===== src/rtl/idli_pkg.sv =====
// Shared types and constants for the idli SQI memory controller.
package idli_pkg;

    typedef enum logic {
        SQI_IO_MODE_IN  = 1'b0,
        SQI_IO_MODE_OUT = 1'b1
    } sqi_io_mode_t;

    typedef enum logic [2:0] {
        SQI_STATE_INIT,
        SQI_STATE_IDLE,
        SQI_STATE_CMD,
        SQI_STATE_ADDR,
        SQI_STATE_DUMMY,
        SQI_STATE_DATA,
        SQI_STATE_END
    } sqi_state_t;

    localparam logic [7:0]  SQI_CMD_READ      = 8'h03;
    localparam logic [7:0]  SQI_CMD_WRITE     = 8'h02;
    localparam logic [7:0]  SQI_CMD_EQIO      = 8'h38;
    localparam int unsigned SQI_DUMMY_NIBBLES = 2;

endpackage


===== src/rtl/idli_sqi_init_m.sv =====
// EQIO serialiser: shifts SQI_CMD_EQIO out MSB first on SIO[0] in SPI mode,
// two cycles per bit (sck low, then high). Used only with IDLI_SQI_MODE_INIT_EN.
module idli_sqi_init_m
    import idli_pkg::*;
(
    input  logic i_sqi_gck,
    input  logic i_sqi_rst_n,
    input  logic i_init_en,
    output logic o_init_sck,
    output logic o_init_sio,
    output logic o_init_done
);

    logic [3:0] cnt_q;

    always_ff @(posedge i_sqi_gck) begin
        if (!i_sqi_rst_n || !i_init_en) begin
            cnt_q <= '0;
        end else begin
            cnt_q <= cnt_q + 4'd1;
        end
    end

    assign o_init_sck  = cnt_q[0];
    assign o_init_sio  = SQI_CMD_EQIO[3'd7 - cnt_q[3:1]];
    assign o_init_done = &cnt_q;

endmodule


===== src/rtl/idli_sqi_ctrl_m.sv =====
// SQI memory controller: command, address, dummy and data nibble sequencing.
// Define IDLI_SQI_MODE_INIT_EN to send EQIO after reset before going idle.
module idli_sqi_ctrl_m
    import idli_pkg::*;
#(
    parameter int unsigned ADDR_W = 16
) (
    input  logic              i_sqi_gck,
    input  logic              i_sqi_rst_n,
    input  logic              i_sqi_req,
    input  logic              i_sqi_wr,
    input  logic [ADDR_W-1:0] i_sqi_addr,
    output logic              o_sqi_req_acp,
    output logic              o_sqi_data_stb,
    input  logic [3:0]        i_sqi_wdata,
    output logic [3:0]        o_sqi_rdata,
    input  logic              i_sqi_end,
    output logic              o_sqi_sck,
    output logic              o_sqi_cs,
    output sqi_io_mode_t      o_sqi_io_mode,
    input  logic [3:0]        i_sqi_sio,
    output logic [3:0]        o_sqi_sio
);

    localparam logic [7:0] ADDR_LAST  = 8'(ADDR_W / 4 - 1);
    localparam logic [7:0] DUMMY_LAST = 8'(SQI_DUMMY_NIBBLES - 1);

    sqi_state_t        state_q, state_d;
    logic              ph_q;
    logic [7:0]        nib_q;
    logic              wr_q;
    logic [ADDR_W-1:0] addr_q;
    logic [3:0]        wdata_q;
    logic [3:0]        rdata_q;
    logic              last_q;
    logic              rd_stb_q;
    logic              wr_stb;
    logic [7:0]        cmd_byte;
    logic              init_sck, init_sio, init_done;

`ifdef IDLI_SQI_MODE_INIT_EN
    localparam sqi_state_t RST_STATE = SQI_STATE_INIT;

    idli_sqi_init_m u_init (
        .i_sqi_gck   (i_sqi_gck),
        .i_sqi_rst_n (i_sqi_rst_n),
        .i_init_en   (state_q == SQI_STATE_INIT),
        .o_init_sck  (init_sck),
        .o_init_sio  (init_sio),
        .o_init_done (init_done)
    );
`else
    localparam sqi_state_t RST_STATE = SQI_STATE_IDLE;

    assign init_sck  = 1'b0;
    assign init_sio  = 1'b0;
    assign init_done = 1'b1;
`endif

    assign cmd_byte       = wr_q ? SQI_CMD_WRITE : SQI_CMD_READ;
    assign o_sqi_rdata    = rdata_q;
    assign o_sqi_data_stb = wr_stb | rd_stb_q;

    always_ff @(posedge i_sqi_gck) begin
        if (!i_sqi_rst_n) begin
            state_q <= RST_STATE;
        end else begin
            state_q <= state_d;
        end
    end

    always_comb begin
        state_d       = state_q;
        o_sqi_req_acp = 1'b0;
        o_sqi_cs      = 1'b1;
        o_sqi_sck     = 1'b0;
        o_sqi_io_mode = SQI_IO_MODE_IN;
        o_sqi_sio     = '0;
        wr_stb        = 1'b0;
        case (state_q)
            SQI_STATE_INIT: begin
                o_sqi_cs      = 1'b0;
                o_sqi_sck     = init_sck;
                o_sqi_io_mode = SQI_IO_MODE_OUT;
                o_sqi_sio     = {3'b000, init_sio};
                if (init_done) state_d = SQI_STATE_END;
            end
            SQI_STATE_IDLE: begin
                o_sqi_req_acp = 1'b1;
                if (i_sqi_req) state_d = SQI_STATE_CMD;
            end
            SQI_STATE_CMD: begin
                o_sqi_cs      = 1'b0;
                o_sqi_sck     = ph_q;
                o_sqi_io_mode = SQI_IO_MODE_OUT;
                o_sqi_sio     = nib_q[0] ? cmd_byte[3:0] : cmd_byte[7:4];
                if (ph_q && nib_q == 8'd1) state_d = SQI_STATE_ADDR;
            end
            SQI_STATE_ADDR: begin
                o_sqi_cs      = 1'b0;
                o_sqi_sck     = ph_q;
                o_sqi_io_mode = SQI_IO_MODE_OUT;
                o_sqi_sio     = addr_q[ADDR_W-1 -: 4];
                if (ph_q && nib_q == ADDR_LAST) begin
                    // Writes request their first nibble here so it is ready for data phase 0.
                    wr_stb  = wr_q;
                    state_d = wr_q ? SQI_STATE_DATA : SQI_STATE_DUMMY;
                end
            end
            SQI_STATE_DUMMY: begin
                o_sqi_cs  = 1'b0;
                o_sqi_sck = ph_q;
                if (ph_q && nib_q == DUMMY_LAST) state_d = SQI_STATE_DATA;
            end
            SQI_STATE_DATA: begin
                o_sqi_cs  = 1'b0;
                o_sqi_sck = ph_q;
                if (wr_q) begin
                    o_sqi_io_mode = SQI_IO_MODE_OUT;
                    o_sqi_sio     = wdata_q;
                    if (ph_q) begin
                        wr_stb = !last_q;
                        if (last_q) state_d = SQI_STATE_END;
                    end
                end else if (!ph_q && rd_stb_q && i_sqi_end) begin
                    state_d = SQI_STATE_END;
                end
            end
            SQI_STATE_END: begin
                state_d = SQI_STATE_IDLE;
            end
            default: begin
                state_d = SQI_STATE_IDLE;
            end
        endcase
    end

    always_ff @(posedge i_sqi_gck) begin
        if (!i_sqi_rst_n) begin
            ph_q     <= 1'b0;
            nib_q    <= '0;
            wr_q     <= 1'b0;
            addr_q   <= '0;
            wdata_q  <= '0;
            rdata_q  <= '0;
            last_q   <= 1'b0;
            rd_stb_q <= 1'b0;
        end else begin
            // Read nibble registered in phase 1, strobed to the core one cycle later.
            rd_stb_q <= (state_q == SQI_STATE_DATA) && !wr_q && ph_q;
            if (state_q == SQI_STATE_IDLE) begin
                ph_q   <= 1'b0;
                nib_q  <= '0;
                last_q <= 1'b0;
                if (i_sqi_req) begin
                    wr_q   <= i_sqi_wr;
                    addr_q <= i_sqi_addr;
                end
            end else begin
                ph_q <= ~ph_q;
                if (ph_q) begin
                    nib_q <= (state_d != state_q) ? '0 : nib_q + 8'd1;
                end
                if (state_q == SQI_STATE_ADDR && ph_q) begin
                    addr_q <= addr_q << 4;
                end
                if (state_q == SQI_STATE_DATA && !wr_q && ph_q) begin
                    rdata_q <= i_sqi_sio;
                end
                if (wr_stb) begin
                    wdata_q <= i_sqi_wdata;
                    if (i_sqi_end) last_q <= 1'b1;
                end
            end
        end
    end

endmodule

===== config.mk =====
export PLATFORM = sky130hd
export DESIGN_NAME = idli_sqi_ctrl_m
export DESIGN_NICKNAME = d
export VERILOG_FILES = /design/src/rtl/idli_pkg.sv /design/src/rtl/idli_sqi_init_m.sv /design/src/rtl/idli_sqi_ctrl_m.sv
export SDC_FILE = /design/constraint.sdc
export NUM_CORES = 1
export LEC_CHECK = 0
export CELL_PAD_IN_SITES_DETAIL_PLACEMENT = 0
export CELL_PAD_IN_SITES_GLOBAL_PLACEMENT = 1
export CORE_MARGIN = 2
export CORE_UTILIZATION = 38
export DETAILED_ROUTE_END_ITERATION = 7
export PLACE_DENSITY = 0.77
export SLEW_MARGIN = 25
export SYNTH_ARGS = -nofsm -noshare
export SYNTH_HDL_FRONTEND = slang
export SYNTH_SLANG_ARGS = --single-unit
export TNS_END_PERCENT = 10

===== constraint.sdc =====
create_clock -name i_sqi_gck -period 3.4 [get_ports i_sqi_gck]
set_input_delay 1.02 -clock i_sqi_gck [delete_from_list [all_inputs] [get_ports i_sqi_gck]]
set_output_delay 1.02 -clock i_sqi_gck [all_outputs]
set_load 0.01 [all_outputs]

# Yosys cells after proc, flatten, opt, wreduce, memory -nomap -nowiden
# Cells that the tools add are included.
# word_totals
regBits	39
inputBits	29
wordCells	71
# classes
addsub	1
eq_ne	9
muxes	27
bitwise	4
reduce_logical	21
# ops
operator	n
$mux 16	3
$mux 3	8
$pmux 3 s6	1
$pmux 4 s3	1
$reduce_and 2->1	5
$mux 1	9
$add 8x1->8 const B	1
$eq 8x1->1 const B	1
$eq 8x2->1 const B	1
$mux 8	1
$logic_and 1x1->1	7
$eq 3x2->1 const B	2
$eq 3x3->1 const B	2
$reduce_or 5->1	1
$mux 4	1
$pmux 1 s2	2
$reduce_or 4->1	1
$eq 3x1->1 const B	1
$logic_not 1->1	3
$logic_not 3->1	1
$ne 3x3->1	1
$not 1->1	3
$reduce_or 3->1	1
$mux 2	1
4 further kinds	4

# Longest topological paths before layout
# Gate-level depths: netlist of run 1.
# depth
ltp_word	8
ltp_mapped	7
depth_no_buf	7

# Worst setup path after synthesis of run 1
# No wires, ideal clock.
# synth_timing
path_type	reg2out
start	reg nib_q[0]
end	out o_sqi_data_stb
arrival_ps	1759
path_slack_ps	621
path_stages_with_launch	6
path_buffers	0
cell_sequence	dfxtp_1 > ha_1 > or4bb_4 > nor3_1 > o21ai_1 > nand2b_1
# synth_via
elab_chain_len	5
# synth_rtl
item	line	rtl
start: declaration	idli_sqi_ctrl_m.sv:30	logic [7:0] nib_q;
start signal: assignment	idli_sqi_ctrl_m.sv:162	nib_q <= (state_d != state_q) ? '0 : nib_q + 8'd1;
$eq 8x2->1	idli_sqi_ctrl_m.sv:104	if (ph_q && nib_q == ADDR_LAST) begin
$logic_and 1x1->1	idli_sqi_ctrl_m.sv:104	
$mux 1	idli_sqi_ctrl_m.sv:104	
$pmux 1 s2	idli_sqi_ctrl_m.sv:80	case (state_q)
$or 1x1->1	idli_sqi_ctrl_m.sv:62	assign o_sqi_data_stb = wr_stb | rd_stb_q;
end: declaration	idli_sqi_ctrl_m.sv:14	output logic o_sqi_data_stb,
# No other way between the ends.

# Final worst setup path of run 1
# layout_timing
start	reg nib_q[1]
end	out o_sqi_data_stb
# Same word-level chain as after synthesis.

==> impl_metrics.csv, run 1 <==
group,metric,value,unit
run_status,status,"finished clean",
power,powerDensity,697,nW/um^2
timing,tightest_slew,0.506,ns
clocking,tritoncts,"done",
routing,viasPerCell,5.05,
global_route,track_usage,16.2,%
timing,drv_slew,0,
timing,fin_tns_setup,0,ns
power,power_frac_clock,16.7,%
critical_path,critical_path_class,"reg2out",
synthesis,syn_nets,257,
timing,hold_violations,0,
floorplanning,ioPinCount,42,
routing,drc,0,
timing,fin_crit_sh,97.2,%
synthesis,synth_top_cell_by_area,"dfxtp_1",
synthesis,synth.most_common_cell,"dfxtp_1",
floorplanning,start_util,39.2,%
critical_path,crit_required,2.38,ns
synthesis,synth_top_area_share,39.3,%
worst_hold_path,min_path_cells,2,
clocking,cts_made_buffers,5,
synthesis,synth_common_cells,"dfxtp_1 (39), nor2_1 (32), mux2i_1 (22)",
power,ir_worst_vdd,0.340,mV
synthesis,synthesis.area,1990,um^2
floorplanning,design.die.area,5830,um^2
power,combPwrFrac,48.1,%
global_route,grt_pass1_wl,7600,um
floorplanning,die_h,76.3,um
synthesis,synth_area_leaders,"dfxtp_1 (39%), mux2i_1 (11%), a211oi_1 (6.8%)",
global_route,grt-ovfl-total,0,
global_route,grt_pass1_vias,1668,
clocking,clkSinkCount,39,
timing,fmax,303,MHz
power,internal_power,1.11,mW
power,swShare,38.7,%
timing,fin_crit,3.31,ns
clocking,cts_buffer_depth,2,
clocking,cts-root-buf,"clkbuf_8",
critical_path,reg2reg_depth,6,
global_route,antenna_found_initial,0,
timing,slew_headroom,66.1,%
critical_path,worstPathArrival,2.29,ns
synthesis,syn_area_per_cell,8.84,um^2
global_route,grt_max_degree,33,
run,drv_cap,0,
finish,n_antenna_cell,0,
floorplanning,fp-row-count,26,
timing,finalSetupViolCount,0,
place,gp_congestion,0.772,
floorplanning,die_x,76.3,um
routing,finalWirelength,4420,um
routing,first_pass_iters,4,
power,switchingPower,702,uW
synthesis,ys_warn_count,0,
timing,rsz0062_at_grt,"no",
worst_hold_path,hp-class,"reg2reg",
timing,clock_skew,0.00542,ns
routing,ant_nets,0,
clocking,post_cts_buffers,0,
synthesis,synth_top_flop_cell,"dfxtp_1",
finish,final_layout_size_suffix_gt1_share,10.1,%
power,p_total,1.81,mW
finish,layout.nets,299,
floorplanning,coreArea,5070,um^2
critical_path,critPathMaxFanout,4,
place,io_buffers,41,
power,leakage,0.994,nW
synthesis,ys_seq_elements,39,
place,place_hpwl,3240,um
clocking,clkLatencyLatePin,0.29,ns
synthesis,synth_edf_count,0,
critical_path,end_kind,"output pin",
clocking,path_clk_slew,0.07,ns
synthesis,synth_cells,225,
routing,num_vias,1707,
routing,avgRoutedWirePerCell,13.1,um
synthesis,ys_seq_area_share,39.3,%
synthesis,yosys.cell_types.count,44,
critical_path,cp-start-kind,"register",
routing,drt-initial-drc-count,52,
synthesis,ys_async_sr_fraction,0,%
power,power_frac_seq,35.2,%
clocking,htree_levels,2,
finish,area_growth,30.8,%
final cells by class:
cell class                      count  area [um^2]
Multi-Input combinational cell    165         1150
Sequential cell                    39          781
Tap cell                           70         87.6
Fill cell                         511         2470
Clock buffer                        7         76.3
Inverter                            5         18.8
Clock inverter                      1         5.00
Timing Repair Buffer               51          485
cell families after synthesis:
kind of cell    count (synthesis)  share of synthesized area [%]
compound gates                 47                           17.5
xor+xnor                        6                           2.64
fa+ha+maj                       3                           1.89
buf+inv                        21                           4.03
flops                          39                           39.3
mux                            23                           11.8
simple gates                   86                           22.8
flip-flops by register name (all words and copies together) (netlist names):
register,flops
wdata_q,4
addr_q,16
o_sqi_rdata,4
rd_stb_q,1
nib_q,8
wr_q,1
last_q,1
ph_q,1
state_q,3
critical path, cell delays in order (launching register included):
cell and delay [ns]:
dfxtp_1 0.35, ha_1 0.18, or4bb_4 0.58, nor3_4 0.15, o21ai_1 0.11, nand2b_1 0.10, clkdlybuf4s50_1 0.53
layer usage:
layer / track usage, % / routed length (um)
met2: 26.3 / 2010
met1: 20.2 / 2130
met4: 6.55 / 73
met3: 4.62 / 206
met5: 0 / 0
placed cells by master, fill, tap and decap left out, types with 3 or more instances in the layout:
| master | n |
|---|---|
| dfxtp_1 | 39 |
| xor2_1 | 5 |
| nand3_1 | 5 |
| nor2_1 | 32 |
| o21ai_0 | 5 |
| clkdlybuf4s50_1 | 41 |
| a211oi_1 | 18 |
| buf_4 | 10 |
| nand2b_1 | 10 |
| mux2i_1 | 22 |
| nor2b_1 | 4 |
| clkbuf_8 | 5 |
| nand2_1 | 10 |
| inv_1 | 5 |
| a21oi_1 | 7 |
| ha_1 | 3 |
| nand4_1 | 5 |
| nor3_1 | 3 |
per-stage QoR:
stage | util (%) | instance area [um^2] | setup slack, ns | hold WS (ns) | std cells
global placement | 49.4 | 2510 | 0.351 | 0.447 | 330
CTS | 51.1 | 2590 | 0.0525 | 0.465 | 338
global route | 51.3 | 2600 | 0.0195 | 0.479 | 338
finish | 51.3 | 2600 | 0.0945 | 0.467 | 338
detailed placement | 49.4 | 2510 | 0.286 | 0.454 | 330
floorplan | - | 1990 | 0.621 | 0.435 | 225
repair_timing:
action | 4_1_cts | 5_1_grt
endpoints found under the setup margin | 1 | 1
hold buffers | 0 | 0
resized for setup | 1 | 1
power by group through the flow:
stage	Clock [mW]	Combinational [mW]	Sequential [mW]
2_1_floorplan	0	0.636	0.604
3_3_place_gp	0	0.872	0.648
3_5_place_dp	0	0.876	0.649
4_1_cts	0.311	0.882	0.639
5_1_grt	0.333	0.965	0.653
6_report	0.302	0.872	0.638
worst paths after layout:
check | from | end | slack [ns]
worst min register to register | last_q | last_q | 0.47
worst max register to register | nib_q[1] | nib_q[7] | 1.24
worst max-delay path | nib_q[1] | o_sqi_data_stb | 0.09
worst min-delay path | last_q | last_q | 0.47
Power figures use the tool's default switching activity.
==> run 2, diff against run 1 <==
TNS_END_PERCENT = not set   (was 10)
==> results of run 2 <==
Final layout, timing and power as in run 1 (identical DEF).
